<file path="src/rtl/uart_rx_port_arbiter.sv">
// Collects frames from NUM_CH UART receivers into one-entry holding registers and
// serves them round-robin on a single valid/ready output, with overrun and drop stats.
module uart_rx_port_arbiter #(
  parameter int  NUM_CH   = 4,
  parameter int  DATA_W   = 8,
  parameter bit  DROP_ERR = 1'b0,
  localparam int CH_W     = $clog2(NUM_CH)
) (
  input  logic                     CLK,
  input  logic                     RST,
  input  logic [NUM_CH-1:0]        ch_enable,
  input  logic [NUM_CH*DATA_W-1:0] rx_data,
  input  logic [NUM_CH-1:0]        rx_valid,
  input  logic [NUM_CH-1:0]        rx_par_err,
  input  logic [NUM_CH-1:0]        rx_stp_err,
  output logic [DATA_W-1:0]        out_data,
  output logic [CH_W-1:0]          out_ch,
  output logic                     out_par_err,
  output logic                     out_stp_err,
  output logic                     out_valid,
  input  logic                     out_ready,
  output logic [NUM_CH-1:0]        overrun,
  output logic [7:0]               drop_cnt,
  input  logic                     stat_clr
);

  localparam int             CNT_W      = $clog2(NUM_CH + 1);
  localparam logic [CH_W:0]  NUM_CH_EXT = (CH_W + 1)'(NUM_CH);

  logic [DATA_W-1:0] hold_data [NUM_CH];
  logic [NUM_CH-1:0] hold_par;
  logic [NUM_CH-1:0] hold_stp;
  logic [NUM_CH-1:0] full_reg;
  logic [NUM_CH-1:0] full_next;

  logic [NUM_CH-1:0] accept;
  logic [NUM_CH-1:0] err_drop;
  logic [NUM_CH-1:0] ovr_evt;
  logic [NUM_CH-1:0] store;
  logic [NUM_CH-1:0] granted;

  logic [CH_W-1:0]   rr_ptr_reg;
  logic              out_valid_reg;
  logic [DATA_W-1:0] out_data_reg;
  logic [CH_W-1:0]   out_ch_reg;
  logic              out_par_reg;
  logic              out_stp_reg;
  logic [NUM_CH-1:0] overrun_reg;
  logic [7:0]        drop_cnt_reg;
  logic [7:0]        drop_cnt_next;

  logic              load_slot;
  logic              grant_vld;
  logic [CH_W-1:0]   grant_idx;
  logic [CH_W:0]     cand;
  logic [CNT_W-1:0]  drop_inc;
  logic [8:0]        drop_sum;

  // Walk from the farthest candidate to the nearest so the channel right after rr_ptr wins.
  always_comb begin
    load_slot = !out_valid_reg || out_ready;
    grant_vld = 1'b0;
    grant_idx = '0;
    cand      = '0;
    for (int k = NUM_CH; k >= 1; k--) begin
      cand = {1'b0, rr_ptr_reg} + (CH_W + 1)'(k);
      if (cand >= NUM_CH_EXT) begin
        cand = cand - NUM_CH_EXT;
      end
      if (load_slot && full_reg[cand[CH_W-1:0]]) begin
        grant_vld = 1'b1;
        grant_idx = cand[CH_W-1:0];
      end
    end
  end

  generate
    for (genvar gi = 0; gi < NUM_CH; gi++) begin : g_ch
      logic [DATA_W-1:0] data_reg;
      logic              par_reg;
      logic              stp_reg;

      assign accept[gi]   = rx_valid[gi] & ch_enable[gi];
      assign err_drop[gi] = accept[gi] & DROP_ERR & (rx_par_err[gi] | rx_stp_err[gi]);
      assign granted[gi]  = grant_vld && (grant_idx == CH_W'(gi));
      // A slot being emptied by this cycle's grant can take the new frame without loss.
      assign ovr_evt[gi]  = accept[gi] & ~err_drop[gi] & full_reg[gi] & ~granted[gi];
      assign store[gi]    = accept[gi] & ~err_drop[gi] & ~ovr_evt[gi];
      assign full_next[gi] = store[gi] ? 1'b1 : (granted[gi] ? 1'b0 : full_reg[gi]);

      always_ff @(posedge CLK) begin
        if (store[gi]) begin
          data_reg <= rx_data[gi*DATA_W +: DATA_W];
          par_reg  <= rx_par_err[gi];
          stp_reg  <= rx_stp_err[gi];
        end
      end

      assign hold_data[gi] = data_reg;
      assign hold_par[gi]  = par_reg;
      assign hold_stp[gi]  = stp_reg;
    end
  endgenerate

  always_comb begin
    drop_inc = '0;
    for (int i = 0; i < NUM_CH; i++) begin
      drop_inc = drop_inc + CNT_W'(err_drop[i] | ovr_evt[i]);
    end
    drop_sum      = {1'b0, drop_cnt_reg} + 9'(drop_inc);
    drop_cnt_next = drop_sum[8] ? 8'hFF : drop_sum[7:0];
  end

  always_ff @(posedge CLK) begin
    if (!RST) begin
      full_reg      <= '0;
      rr_ptr_reg    <= CH_W'(NUM_CH - 1);
      out_valid_reg <= 1'b0;
      out_data_reg  <= '0;
      out_ch_reg    <= '0;
      out_par_reg   <= 1'b0;
      out_stp_reg   <= 1'b0;
      overrun_reg   <= '0;
      drop_cnt_reg  <= '0;
    end else begin
      full_reg <= full_next;
      if (grant_vld) begin
        out_valid_reg <= 1'b1;
        out_data_reg  <= hold_data[grant_idx];
        out_ch_reg    <= grant_idx;
        out_par_reg   <= hold_par[grant_idx];
        out_stp_reg   <= hold_stp[grant_idx];
        rr_ptr_reg    <= grant_idx;
      end else if (out_ready) begin
        out_valid_reg <= 1'b0;
      end
      if (stat_clr) begin
        overrun_reg  <= '0;
        drop_cnt_reg <= '0;
      end else begin
        overrun_reg  <= overrun_reg | ovr_evt;
        drop_cnt_reg <= drop_cnt_next;
      end
    end
  end

  assign out_valid   = out_valid_reg;
  assign out_data    = out_data_reg;
  assign out_ch      = out_ch_reg;
  assign out_par_err = out_par_reg;
  assign out_stp_err = out_stp_reg;
  assign overrun     = overrun_reg;
  assign drop_cnt    = drop_cnt_reg;

endmodule

</file>
<file path="config.mk">
export PLATFORM = sky130hd
export DESIGN_NAME = uart_rx_port_arbiter
export DESIGN_NICKNAME = d
export VERILOG_FILES = /design/src/rtl/uart_rx_port_arbiter.sv
export SDC_FILE = /design/constraint.sdc
export NUM_CORES = 1
export LEC_CHECK = 0
export BUFFER_PORTS_ARGS = -buffer_cell sky130_fd_sc_hd__buf_2
export CAP_MARGIN = 25
export CORE_MARGIN = 2
export CORE_UTILIZATION = 36
export DETAILED_ROUTE_END_ITERATION = 10
export GPL_ROUTABILITY_DRIVEN = 1
export PLACE_DENSITY = 0.68
export REMOVE_ABC_BUFFERS = 1
export SLEW_MARGIN = 0
export SYNTH_ARGS = -nofsm -noshare
export SYNTH_HDL_FRONTEND = slang
export SYNTH_SLANG_ARGS = --single-unit
</file>
<file path="constraint.sdc">
create_clock -name CLK -period 6.2 [get_ports CLK]
set_input_delay 1.24 -clock CLK [delete_from_list [all_inputs] [get_ports CLK]]
set_output_delay 1.24 -clock CLK [all_outputs]
set_load 0.05 [all_outputs]
</file>
Word-level counts from Yosys, hierarchy flattened
Cells that the tools add are included.
Widths: inputs -> output; s select.

word-level totals
  register bits after elaboration = 71
  bits of input ports = 52
  output and inout port bits = 25
  logic and storage cells = 131

operators by class
  add/sub/neg operators = 12
  order comparisons = 10
  equal/unequal tests = 3
  muxes and demuxes = 38
  bitwise gates (word level) = 27
  reductions and logical operators = 17

operators with widths
  operator             number
  $mux 8               3
  $mux 1               20
  $and 1x1->1          16
  $bmux 8 s2           1
  $mux 2               8
  $ge 3x3->1 const B   5
  $lt 2x3->1 const B   5
  $bmux 1 s2           6
  $reduce_bool 2->1    5
  $add 8x3->9          1
  $not 1->1            9
  $logic_and 1x1->1    8
  $sub 2x1->2 const B  4
  $add 2x2->3 const B  2
  $eq 2x2->1 const B   2
  $or 4x4->4           1
  $add 2x1->3          1
  $add 2x1->3 const B  1
  $add 2x3->3 const B  1
  $add 3x1->3          1
  $not 2->3            1
  $add 1x1->2          1
  $eq 2x1->1 const B   1
  $logic_not 2->1      1
  3 further kinds      3

Depth between registers and ports, before layout
Gate-level depths: netlist of the first run.

  word-level depth = 19
  gate-level depth with buffers = 17
  depth with buffers taken out = 15

Worst setup path before layout of the first run
OpenSTA, ideal clock, no wires.

  path kind = input to register
  start point = in out_ready
  end point = reg drop_cnt_reg[7], in the netlist drop_cnt[7]
  setup time = 132 ps
  arrival = 4098 ps
  required time = 6068 ps
  slack = 1971 ps
  cell stages on the path = 15
  path buffers = 1
  cells stage by stage = nand2b_1 o211ai_1 or4_4 nand2_4 o21ai_0 nor2_1 fa_1 inv_1 fa_1 inv_1 fa_1 and3_1 clkbuf_1 and4b_1 nor3_1

between the ends
  longest elaborated chain between the ends = 15
  elaborated cells between the ends (all ways) = 34
  classes of those cells = add/sub: 4; eq/ne: 3; mux: 9; bitwise: 8; reduce/logical: 10

ends and longest elaborated chain
  element                                               line  source
  from (decl)                                           21    input logic out_ready,
  $logic_or 1x1->1 *                                    61    load_slot = !out_valid_reg || out_ready;
  $logic_and 1x1->1                                     70    if (load_slot && full_reg[cand[CH_W-1:0]]) begin
  $mux 2 (4 in series)                                  70
  $eq 2x1->1 / $logic_not 2->1 (equally long branches)  85    assign granted[gi] = grant_vld && (grant_idx == CH_W'(gi));
  $logic_and 1x1->1                                     85
  $not 1->1                                             87    assign ovr_evt[gi] = accept[gi] & ~err_drop[gi] & full_reg[gi] & ~granted[gi];
  $and 1x1->1                                           87
  $add 1x1->2                                           108   drop_inc = drop_inc + CNT_W'(err_drop[i] | ovr_evt[i]);
  $add 2x1->3                                           108
  $add 3x1->3 *                                         108
  $add 8x3->9 *                                         110   drop_sum = {1'b0, drop_cnt_reg} + 9'(drop_inc);
  $mux 8 *                                              111   drop_cnt_next = drop_sum[8] ? 8'hFF : drop_sum[7:0];
  to (signal assigned)                                  142   drop_cnt_reg <= drop_cnt_next;
  to (decl)                                             49    logic [7:0] drop_cnt_reg;

Mark *: on every way between the ends. The rest lies on a longest branch, timed or not.
A chain may end at the register's enable or synchronous reset.

Worst setup path after layout of the first run
  start point = in out_ready
  end point = reg drop_cnt_reg[0], in the netlist drop_cnt[0]

Same word-level chain as after synthesis.

==> results of run 1 <==
worst max-delay path: cells and delay by family:
family | cells | cell delay (ps)
AO/OA/AOI/OAI | 3 | 470
AND/OR/NAND/NOR | 6 | 1710
buffers and inverters | 3 | 210
adder cells (fa/ha/maj) | 3 | 1010
synthesized netlist by cell type (2+ instances only):
library cell / count
sky130_fd_sc_hd__edfxtp_1: 40
sky130_fd_sc_hd__dfxtp_1: 31
sky130_fd_sc_hd__mux2i_1: 20
sky130_fd_sc_hd__o21ai_0: 14
sky130_fd_sc_hd__a21oi_1: 12
sky130_fd_sc_hd__nand2_1: 12
sky130_fd_sc_hd__a221oi_2: 10
sky130_fd_sc_hd__nor2b_1: 9
sky130_fd_sc_hd__inv_1: 7
sky130_fd_sc_hd__a21boi_0: 6
sky130_fd_sc_hd__clkbuf_1: 5
sky130_fd_sc_hd__nor2_1: 5
sky130_fd_sc_hd__nand3_1: 4
sky130_fd_sc_hd__o31ai_1: 4
sky130_fd_sc_hd__fa_1: 3
sky130_fd_sc_hd__nand2b_1: 3
sky130_fd_sc_hd__nor3_1: 3
sky130_fd_sc_hd__nor3b_1: 3
sky130_fd_sc_hd__o21ai_1: 3
sky130_fd_sc_hd__xnor2_1: 3
sky130_fd_sc_hd__and3_1: 2
sky130_fd_sc_hd__buf_2: 2
sky130_fd_sc_hd__buf_4: 2
sky130_fd_sc_hd__buf_6: 2
sky130_fd_sc_hd__o211ai_1: 2
power breakdown:
| part | internal, mW | total [mW] | switching [mW] |
|---|---|---|---|
| clock | 0.280 | 0.458 | 0.178 |
| sequential | 0.545 | 0.576 | 0.0315 |
| combinational | 0.109 | 0.342 | 0.233 |
routing by layer:
layer,routed length (um),track usage (%)
met5,0,0
met4,129,8.33
met3,532,3.95
met2,3070,23.4
met1,2810,20.0
final cells by class:
| class | instances | area, um^2 | share of cell area [%] |
|---|---|---|---|
| flip-flops and latches | 71 | 1820 | 49.0 |
| multi-input cells | 138 | 1060 | 28.7 |
| repair buffers | 80 | 418 | 11.2 |
| clock buffers | 10 | 138 | 3.70 |
| well taps | 105 | 131 | 3.54 |
| clock inverters | 6 | 115 | 3.10 |
| inverters | 7 | 26.3 | 0.707 |
how the worst max path moves through the flow:
stage / slack, ps / to / cells after the start / from
2_1_floorplan: 1510 / drop_cnt[7]$_SDFF_PP0_ / 12 / out_ready
3_3_place_gp: 1500 / drop_cnt[0]$_SDFF_PP0_ / 15 / out_ready
3_5_place_dp: 1380 / drop_cnt[0]$_SDFF_PP0_ / 15 / out_ready
4_1_cts: 1740 / drop_cnt[1]$_SDFF_PP0_ / 15 / out_ready
5_1_grt: 1340 / drop_cnt[6]$_SDFF_PP0_ / 15 / full_reg[1]$_SDFFE_PN0P_
6_report: 1740 / drop_cnt[0]$_SDFF_PP0_ / 15 / out_ready
logic make-up (layout without fill, tap and decap cells):
group,after synthesis,after routing,synth area share (%)
flops,71,71,60.9
mux,21,21,7.07
simple gates,49,49,9.37
compound gates,60,60,15.3
fa+ha+maj,4,4,2.43
xor+xnor,4,4,1.17
buf+inv,19,103,3.77
through the flow:
step / hold WS (ps) / instance area [um^2] / std cells / util, %
after global placement: 437 / 3430 / 398 / 42.2
after detailed placement: 441 / 3450 / 400 / 42.5
after floorplan: 529 / 2900 / 216 / -
final: 457 / 3710 / 417 / 45.7
after global routing: 472 / 3710 / 417 / 45.7
after CTS: 456 / 3710 / 416 / 45.6
==> results, run 1 <==
- The die covers 9050 um^2.
- Setup violations remaining at the end of the flow were counted as 0.
- The signal on the critical path passes through buf_2 > nand2b_1 > o211ai_1 > or4_4 > nand2_4 > o21ai_0 > nor2_1 > fa_1 > inv_1 > fa_1 > inv_1 > fa_1 > and3_1 > nand3_1 > a21oi_1.
- Measured along the x axis, the die boundary spans 95.1 um.
- The commonest non-fill, non-tap cell in the layout is sky130_fd_sc_hd__buf_2.
- At the worst endpoint, the arrival time is 4660 ps.
- The kind of capture point of the worst setup path is a flip-flop.
- The number of design rule violations left after detail routing is 0.
- The worst setup margin is 1740 ps.
- The CTS tree is yes.
- The post-synthesis async set-or-reset flop share is 0%.
- The via count of the first global-routing pass is 2044.
- After routing, the total negative slack on setup checks comes to 0 ps.
- VDD sags by at most 0.126 mV.
- Of the available clock period, the critical path in the final layout requires 71.9%.
- The global router's overall resource usage is 15.4%.
- The count of flip-flops with a built-in enable after synthesis is 40.
- The maximum number of pins on one net before global-route repair is 26.
- Before CTS, the worst setup slack after placement is 1380 ps.
- The startpoint of the most critical register-to-register path is rr_ptr_reg[1]$_SDFFE_PN1P_.
- The worst hold path terminates at overrun[3]$_SDFF_PP0_.
- The number of detailed-route iterations in the first pass is 4.
- At the later pin of the worst-skew pair, clock insertion delay measures 340 ps.
- For this design the ratio of total power to cell area is 371 nW/um^2.
- The number of warnings printed during yosys synthesis is 0.
- Setup repair after global routing left no endpoint under its margin.
- The worst setup path is launched from a primary input.
- The total area inside the core boundary comes to 8130 um^2.
- The top flip-flop cell by instance count after synthesis is sky130_fd_sc_hd__edfxtp_1.
- The cell depth of the worst min-delay path is 2.
- Leaving out fill and tap cells, the most frequent cells in the layout are 76 x sky130_fd_sc_hd__buf_2, 40 x sky130_fd_sc_hd__edfxtp_1, 31 x sky130_fd_sc_hd__dfxtp_1.
- The routed layout has 2108 vias.
- In this run the tool buffered the top-level ports with 76 buffer cells.
- In this run the static leakage power is 1.45 nW.
- In this design, the stage delay of the slowest critical-path cell is 520 ps.
- Summing every instance area after synthesis gives 2990 um^2.
- The max-slew violation total from the final report is 0.
- The tree is rooted in a sky130_fd_sc_hd__clkbuf_8.
- The synthesized netlist contains 46 unique library cells.
- The clock-pin transition on the worst setup and hold timing paths is 70 ps.
- Across the run, the number of max-cap violations was 0.
- The clock period minus worst slack is 4460 ps.
- Among the stages of the critical path, the cell type that occurs most often is sky130_fd_sc_hd__fa_1.
- Counting along the longest clock path gives a buffer depth of 2.
- For this design, the sink count on the clock tree is 71.
- The depth of the CTS H-tree is 3.
- In this run, post-CTS repair resized a total of 0 instances.
- The first global-routing pass estimated 10.2 mm of wire.
- In this run, post-CTS hold repair placed 0 buffers.
- The overall overflow remaining after global route is 0.
- Fill cells in the final layout number 752.
- Detailed placement finished with a half-perimeter wire length of 4.52 mm.
- In this run, CTS created clock tree buffers numbering 9.
- The number of antenna violations at the first check in global routing is 0.
- After synthesis the netlist holds a flip-flop and latch count of 71.
- The synthesized design devotes to its leading area cell type 40.2% of total area.
- The placer's final routability congestion estimate is 0.802.
- The register with the most flip-flops in the layout has 32 of them.
- The actual slew at the worst max-slew pin is 1030 ps.
- On the final layout, the worst clock skew is 9.52 ps.
- In this run the most critical hold path is launched from overrun[3]$_SDFF_PP0_.
- The endpoint identified for the worst register-to-register timing path is drop_cnt[0]$_SDFF_PP0_.
- The worst setup path is of the in -> reg kind.
- The setup slack of the most critical reg-to-reg path is 1790 ps.
- The number of instances in the synthesized netlist is 228.
- The count of nets left with antenna violations once routing finished came out at 0.
- The cell type of the slowest stage on the worst timing path is sky130_fd_sc_hd__or4_4.
- The type of the most critical hold path is reg -> reg.
- For this run, the top clock speed supported by timing is 224 MHz.
- The number of diodes added for antenna fixing is 0.
- Post-CTS timing repair inserted 0 buffers for setup.
- Sequential cells were found to cover 60.9% of the synthesized design area.
- The final total power is 1.38 mW.
- Yosys attributes the largest share of cell area to sky130_fd_sc_hd__edfxtp_1 40%, sky130_fd_sc_hd__dfxtp_1 21%, sky130_fd_sc_hd__mux2i_1 6.7%.
- In this run the count of I/O pins placed on the die edge is 77.
- The highest fanout seen on the critical path is 25.
- The final layout contains 363 nets.
- The mean post-synth cell area is 13.1 um^2.
- The final hold violation count is 0.
- Measured against its own limit, the worst slew margin works out to 31.1%.
- The flow ran to the end, and the final reports show no timing, DRC or antenna violations.
- After detailed routing, the total wire length is 6.55 mm.
- After the first detailed-routing iteration, the DRC count stood at 112.
- The biggest area contributor in the post-synthesis netlist is sky130_fd_sc_hd__edfxtp_1.
- The number of cell instances on the worst register-to-register path is 14.
- Dividing the detail-routed wire length by the instance count gives 15.7 um.
- From bottom edge to top edge, the die measures 95.1 um.
- The area overhead of the layout relative to synthesis is 24.2%.
- The fraction of layout cells with a size suffix above 1 is 35.3%.
- The via-per-instance ratio is 5.06.
- The initial standard-cell utilization of the core is 36.8%.
- The floorplan has 33 rows.
- The required time of the worst setup path is 6410 ps.
(Power assumes the default switching activity.)
==> inputs of run 2 (changes only) <==
--- a/config.mk
+++ b/config.mk
@@ -11,7 +11,7 @@
 export CORE_UTILIZATION = 36
 export DETAILED_ROUTE_END_ITERATION = 10
 export GPL_ROUTABILITY_DRIVEN = 1
-export PLACE_DENSITY = 0.68
+export PLACE_DENSITY = 0.7
 export REMOVE_ABC_BUFFERS = 1
 export SLEW_MARGIN = 0
 export SYNTH_ARGS = -nofsm -noshare
==> constraint.sdc (replaced) <==
create_clock -name CLK -period 4 [get_ports CLK]
set_input_delay 0.8 -clock CLK [delete_from_list [all_inputs] [get_ports CLK]]
set_output_delay 0.8 -clock CLK [all_outputs]
set_load 0.05 [all_outputs]
==> run 2 against run 1 <==
  * Routed wire length up 2.6%
  * Count of clock-buffer cells in the layout unchanged
  * Setup slack worse by 1500 ps
  * Combinational power up 64%
  * First-iteration DRC count down 53%
  * Global-route usage up 0.51 points
  * Critical path type is now reg -> reg
  * Largest cell class unchanged
==> results, run 2 (synthesis gave the netlist of run 1 again) <==
- The run finished with clean final reports.
- The worst hold path begins at overrun[1]$_SDFF_PP0_.
- The maximum clock skew at final layout is 10.5 ps (+1.00 ps).
- The reg-to-reg critical path endpoint is drop_cnt[6]$_SDFF_PP0_.
- The worst hold slack across all endpoints came to 458 ps (+1.55 ps).
- The root buffer cell chosen for the clock tree is sky130_fd_sc_hd__clkbuf_8.
- The clock-pin transition on the worst setup and hold timing paths is 70 ps (about the same).
- The number of antenna violations at the first check in global routing is 0 (unchanged).
- The number of maximum-capacitance constraint violations is 0 (unchanged).
- The number of gates resized after cts is 0 (unchanged).
- The cell area after placement is 3510 um^2 (+1.5%).
- The number of sinks driven by the clock tree is 71 (unchanged).
- The count of pins on the block boundary came to 77 (unchanged).
- The final critical-path share of the clock period is 92.7%.
- The height of the die is 95.1 um (unchanged).
- The area overhead of the layout relative to synthesis came to 24.2% (about the same).
- The maximum number of pins on one net before global-route repair is 22 (-15%).
- The via-per-instance ratio is 4.99 (-1.2%).
- The global router's overall resource usage is 15.9% (+0.51 points).
- The overall die width is 95.1 um (unchanged).
- The final-layout setup total negative slack is 0 ps (unchanged).
- The placeable core region was 8130 um^2 (unchanged).
- The total clock buffers created by CTS is 9 (unchanged).
- The wire length of the first global-routing pass is 10.5 mm (+2.3%).
- The overall overflow remaining after global route came to 0 (unchanged).
- In this run the critical register-to-register path is launched from full_reg[1]$_SDFFE_PN0P_.
- The final number of setup-violating endpoints is 0 (unchanged).
- The full die area came to 9050 um^2 (unchanged).
- The clock period minus worst slack is 3710 ps.
- The depth of the CTS H-tree is 3 (unchanged).
- The number of flip-flops under the largest register name is 32 (unchanged).
- The fill cell total of the finished layout came to 737 (-2.0%).
- The number of detailed-route iterations in the first pass is 4 (unchanged).
- The final HPWL from detailed placement is 4.74 mm (+4.7%).
- The critical path data arrival time was 3920 ps (-740 ps).
- The initial DRC count is 53 (-53%).
- The remaining number of nets flagged by the antenna check after routing is 0 (unchanged).
- The worst min-delay path endpoint is overrun[1]$_SDFF_PP0_.
- The pre-CTS setup slack is 55.8 ps (-1320 ps).
- The fraction of layout cells with a size suffix above 1 was 37.6% (+2.4 points).
- The post-route cell area came to 3710 um^2 (about the same).
- The most common cell type on the critical path is sky130_fd_sc_hd__fa_1.
- The number of instances in the placed design is 408 (+2.0%).
- The post-detailed-route wirelength per cell is 15.8 um (+0.92%).
- The biggest cell delay along the critical path is 610 ps (+90 ps).
- The actual slew at the worst max-slew pin is 748 ps (-283 ps).
- The placer's final routability congestion estimate is 0.866 (+8.0%).
- The number of diodes added for antenna fixing was 0 (unchanged).
- The largest delay contributor family on the critical path is simple AND/OR/NAND/NOR gates.
- The worst setup path is launched from a flip-flop.
- The max-slew violation total from the final report is 0 (unchanged).
- The maximum count of clock buffers along a single path is 2 (unchanged).
- The power density of the placed cells is 532 nW/um^2 (+44%).
- The via count is 2117 (+0.43%).
- The required time of the worst setup path is 4210 ps (-2200 ps).
- The number of placement rows was 33 (unchanged).
- The leakage power is 1.46 nW (+0.21%).
- The final standard cell count with taps included and fillers excluded was 424 (+1.7%).
- The clock latency of the later-clocked register in the worst-skew pair is 340 ps (about the same).
- The via count of the first global-routing pass came to 2118 (+3.6%).
- The relative slew slack is 50.1% (+19 points).
- The final total power came to 1.98 mW (+44%).
- The CTS tree is yes.
- The number of design rule violations left after detail routing came to 0 (unchanged).
- Walking the worst path, the cells encountered are buf_4 > nand2_1 > a221oi_2 > or4_1 > o21ai_0 > nor2_1 > fa_1 > inv_1 > fa_1 > inv_1 > fa_1 > and3_1 > nand3_1 > nor3b_1 > nor3_1.
- The post-CTS setup repair buffer count came to 0 (unchanged).
- The cell depth of the worst min-delay path is 2 (unchanged).
- The commonest non-fill, non-tap cell in the layout is sky130_fd_sc_hd__buf_2.
- The initial standard-cell utilization of the core is 36.8% (unchanged).
- The number of nets in the layout was 370 (+1.9%).
- The final hold violation count is 0 (unchanged).
- The detailed-route wire length is 6.72 mm (+2.6%).
- The number of I/O port buffers is 76 (unchanged).
- The buffering stage count on the worst path with inverters included came to 3 (unchanged).
- STA classifies the critical path endpoint as a flip-flop.
- The highest fanout seen on the critical path is 6 (-76%).
- Setup repair after global routing left no endpoint under its margin.
- The setup slack of the most critical reg-to-reg path is 290 ps (-1500 ps).
- The fmax is 270 MHz.
- The number of cell instances on the worst register-to-register path is 15 (+1).
- The type of the worst setup path is reg -> reg.
- The path class of the tightest hold or removal check is reg -> reg.
- The maximum ir drop on the vdd rail came to 0.249 mV (+98%).
- The cell type of the slowest stage on the worst timing path is sky130_fd_sc_hd__or4_1.
- The top cell types in the final layout, fill and taps aside, are 76 x sky130_fd_sc_hd__buf_2, 40 x sky130_fd_sc_hd__edfxtp_1, 28 x sky130_fd_sc_hd__dfxtp_1.
- The worst setup margin is 290 ps (-1450 ps).
- The share of the core filled with cells came to 45.7% (about the same).
- The hold-fix buffer count after cts was 0 (unchanged).
[run 2: changes by cell type in the layout (fill, tap and decap cells not counted), moves of 2 or more]
cell	before	now
sky130_fd_sc_hd__buf_4	2	11
sky130_fd_sc_hd__buf_6	2	0
sky130_fd_sc_hd__bufinv_16	3	1
sky130_fd_sc_hd__clkinv_1	0	3
sky130_fd_sc_hd__clkinv_2	0	2
sky130_fd_sc_hd__dfxtp_1	31	28
sky130_fd_sc_hd__dfxtp_2	0	3
[run 2: area by class of cell]
class | count | area (um^2) | area share (%)
inverters | 7 | 26.3 | 0.708
flip-flops and latches | 71 | 1830 | 49.2
well taps | 105 | 131 | 3.54
clock buffers | 10 | 128 | 3.44
multi-input cells | 138 | 1090 | 29.3
clock inverters | 6 | 51.3 | 1.38
repair buffers | 87 | 463 | 12.5
[run 2: worst max-delay path by stage]
| stage | to | slack [ps] | cells past startpoint | from |
|---|---|---|---|---|
| 2_1_floorplan | drop_cnt[7]$_SDFF_PP0_ | -250 | 12 | out_ready |
| 3_3_place_gp | drop_cnt[1]$_SDFF_PP0_ | 150 | 15 | out_ready |
| 3_5_place_dp | drop_cnt[0]$_SDFF_PP0_ | 60 | 15 | out_ready |
| 4_1_cts | drop_cnt[6]$_SDFF_PP0_ | 110 | 15 | rr_ptr_reg[1]$_SDFFE_PN1P_ |
| 5_1_grt | drop_cnt[6]$_SDFF_PP0_ | 20 | 15 | full_reg[3]$_SDFFE_PN0P_ |
| 6_report | drop_cnt[6]$_SDFF_PP0_ | 290 | 15 | full_reg[1]$_SDFFE_PN0P_ |
[run 2: worst min-delay path, delay by kind of cell (launching register included)]
kind             cells  cell delay, ps
AO/OA/AOI/OAI        1              50
flip-flops           1             330
AND/OR/NAND/NOR      1              50
[run 2: metal layers]
layer,share of wire (%),GRT usage (%),vias up
met4,2.3,7.73,0
met2,51,26.1,62
met3,4.1,4.19,11
li1,-,-,1034
met1,43,19.4,1010
met5,0,0,-
[run 2: power breakdown]
part | internal [mW] | switching (mW) | leakage [nW]
clock network | 0.280 | 0.242 | 0.0925
logic | 0.186 | 0.374 | 0.736
registers | 0.847 | 0.0482 | 0.627
==> inputs of run 3 (changes only) <==
--- a/config.mk
+++ b/config.mk
@@ -11,7 +11,7 @@
 export CORE_UTILIZATION = 36
 export DETAILED_ROUTE_END_ITERATION = 10
 export GPL_ROUTABILITY_DRIVEN = 1
-export PLACE_DENSITY = 0.7
+export PLACE_DENSITY = 0.68
 export REMOVE_ABC_BUFFERS = 1
 export SLEW_MARGIN = 0
 export SYNTH_ARGS = -nofsm -noshare
==> constraint.sdc (replaced) <==
create_clock -name CLK -period 4.4 [get_ports CLK]
set_input_delay 0.88 -clock CLK [delete_from_list [all_inputs] [get_ports CLK]]
set_output_delay 0.88 -clock CLK [all_outputs]
set_load 0.05 [all_outputs]
==> run 3 against run 2 <==
  * Non-clock buffer count down 4
  * Sequential share of layout area about the same
  * Register-to-register slack better by 96 ps
  * Critical endpoint unchanged
==> results, run 3 (synthesis gave the netlist of run 1 again) <==
- The global router's overall resource usage is 15.2% (-0.69 points).
- The clock-pin transition on the worst setup and hold timing paths is 70 ps (about the same).
- The pre-CTS setup slack is 288 ps (+232 ps).
- The number of instances in the placed design was 404 (-0.98%).
- The number of nets in the layout is 366 (-1.1%).
- The clock latency of the later-clocked register in the worst-skew pair came to 350 ps (about the same).
- The via-per-instance ratio was 5.02 (+0.48%).
- The fill cell total of the finished layout is 744 (+0.95%).
- The number of placement rows was 33 (unchanged).
- The number of I/O port buffers is 76 (unchanged).
- The library cell used most frequently in the layout, excluding fill and tap cells, is sky130_fd_sc_hd__buf_2.
- The fraction of layout cells with a size suffix above 1 is 36.2% (-1.4 points).
- The maximum count of clock buffers along a single path came to 2 (unchanged).
- The number of flip-flops under the largest register name was 32 (unchanged).
- The critical path data arrival time is 4230 ps (+310 ps).
- The number of diodes added for antenna fixing is 0 (unchanged).
- The initial DRC count came to 63 (+19%).
- The detailed-route wire length is 6.65 mm (-1.0%).
- The height of the die is 95.1 um (unchanged).
- The final number of setup-violating endpoints came to 0 (unchanged).
- The CTS tree is yes.
- The number of antenna violations at the first check in global routing is 0 (unchanged).
- Compared with the post-synthesis result, the final layout area differs by 23.8%.
- The maximum number of pins on one net before global-route repair was 22 (unchanged).
- The via count is 2107 (-0.47%).
- The library cells used most frequently in the layout, excluding fill and tap cells, are 76 x sky130_fd_sc_hd__buf_2, 40 x sky130_fd_sc_hd__edfxtp_1, 31 x sky130_fd_sc_hd__dfxtp_1.
- The power density of the placed cells came to 504 nW/um^2 (-5.3%).
- The kind of capture point of the worst setup path is a flip-flop.
- The clock period minus worst slack came to 4010 ps (+304 ps).
- The final total power is 1.87 mW (-5.5%).
- Setup repair after global routing left no endpoint under its margin.
- The placer's final routability congestion estimate was 0.845 (-2.5%).
- The worst setup margin was 386 ps (+95.7 ps).
- The number of maximum-capacitance constraint violations came to 0 (unchanged).
- The category of the worst setup path launch point is a flip-flop.
- The full die area is 9050 um^2 (unchanged).
- The remaining number of nets flagged by the antenna check after routing is 0 (unchanged).
- The overall die width is 95.1 um (unchanged).
- The total clock buffers created by CTS is 9 (unchanged).
- The initial standard-cell utilization of the core came to 36.8% (unchanged).
- The leakage power is 1.45 nW (-0.40%).
- The min-delay analysis places its worst path in the category reg -> reg.
- The final standard cell count with taps included and fillers excluded is 420 (-0.94%).
- The post-detailed-route wirelength per cell came to 15.8 um (about the same).
- The number of design rule violations left after detail routing is 0 (unchanged).
- The type of the worst setup path is reg -> reg.
- The number of detailed-route iterations in the first pass is 4 (unchanged).
- The actual slew at the worst max-slew pin came to 717 ps (-31.2 ps).
- The depth of the CTS H-tree came to 3 (unchanged).
- The total area of sequential cells is 1820 um^2 (-0.21%).
- The required time of the worst setup path was 4610 ps (+400 ps).
- The fmax is 249 MHz (-7.6%).
- The final HPWL from detailed placement is 4.63 mm (-2.3%).
- The final hold violation count was 0 (unchanged).
- The final critical-path share of the clock period is 91.2% (-1.5 points).
- The final-layout setup total negative slack is 0 ps (unchanged).
- The highest fanout seen on the critical path is 13 (+7).
- The relative slew slack was 52.1% (+2.1 points).
- The wire length of the first global-routing pass is 10.1 mm (-3.7%).
- The overall overflow remaining after global route is 0 (unchanged).
- The max-slew violation total from the final report is 0 (unchanged).
- The post-CTS setup repair buffer count is 0 (unchanged).
- The via count of the first global-routing pass is 1985 (-6.3%).
- The maximum clock skew at final layout came to 8.35 ps (-2.17 ps).
- The root buffer cell is sky130_fd_sc_hd__clkbuf_8.
- The placeable core region is 8130 um^2 (unchanged).
- The cell area after placement was 3480 um^2 (-0.86%).
- The count of pins on the block boundary is 77 (unchanged).
- The post-route cell area is 3700 um^2 (-0.27%).
- The combined area of the multi-input logic cells was 1080 um^2 (-1.0%).
- The maximum ir drop on the vdd rail is 0.167 mV (-33%).
- The flow ran to the end, and the final reports show no timing, DRC or antenna violations.
- The number of sinks driven by the clock tree is 71 (unchanged).
[run 3: per-stage QoR]
stage	hold WS, ps	util [%]
final	445	45.5
after floorplan	529	-
after global routing	473	45.5
after detailed placement	442	42.7
after global placement	436	42.7
after CTS	454	45.4
[run 3: worst paths after layout]
check                                   from  cells past startpoint                     end  slack [ps]
setup / recovery  rr_ptr_reg[1]$_SDFFE_PN1P_                     15  drop_cnt[6]$_SDFF_PP0_         390
hold / removal         overrun[3]$_SDFF_PP0_                      2   overrun[3]$_SDFF_PP0_         440
setup reg to reg  rr_ptr_reg[1]$_SDFFE_PN1P_                     15  drop_cnt[6]$_SDFF_PP0_         390
hold reg to reg        overrun[3]$_SDFF_PP0_                      2   overrun[3]$_SDFF_PP0_         440
[run 3: cell type report]
| class | count | area share, % |
|---|---|---|
| flip-flops and latches | 71 | 49.2 |
| multi-input cells | 138 | 29.1 |
| repair buffers | 83 | 11.7 |
| well taps | 105 | 3.55 |
| clock buffers | 10 | 3.45 |
| clock inverters | 6 | 2.33 |
| inverters | 7 | 0.709 |
[run 3: where the power goes]
part | switching [mW] | internal (mW)
combinational | 0.332 | 0.160
sequential | 0.0451 | 0.768
clock | 0.243 | 0.318
[run 3: metal layers]
layer,vias to the layer above,wire (um),GRT usage (%)
met5,-,0,0
met4,0,187,8.70
met3,15,249,2.77
met2,55,3230,23.2
met1,1010,2980,20.2
li1,1027,-,-
[run 3: worst max-delay path, cell delays in order, from the launching register on]
cell                       delay (ps)
sky130_fd_sc_hd__dfxtp_1          580
sky130_fd_sc_hd__nor2b_1          180
sky130_fd_sc_hd__o22ai_1          160
sky130_fd_sc_hd__o311ai_2         460
sky130_fd_sc_hd__nand2_4          110
sky130_fd_sc_hd__o31ai_1          440
sky130_fd_sc_hd__nor2_1           100
sky130_fd_sc_hd__fa_1             490
sky130_fd_sc_hd__inv_1             50
sky130_fd_sc_hd__fa_1             410
sky130_fd_sc_hd__inv_1             80
sky130_fd_sc_hd__fa_1             190
sky130_fd_sc_hd__and3_1           260
sky130_fd_sc_hd__nand3_1          100
sky130_fd_sc_hd__nor3b_1          200
sky130_fd_sc_hd__nor3_1            70
[run 3: repair_timing]
item	CTS	global route
gates resized for setup	0	2
hold buffers	0	0
endpoints found under the setup margin	0	7
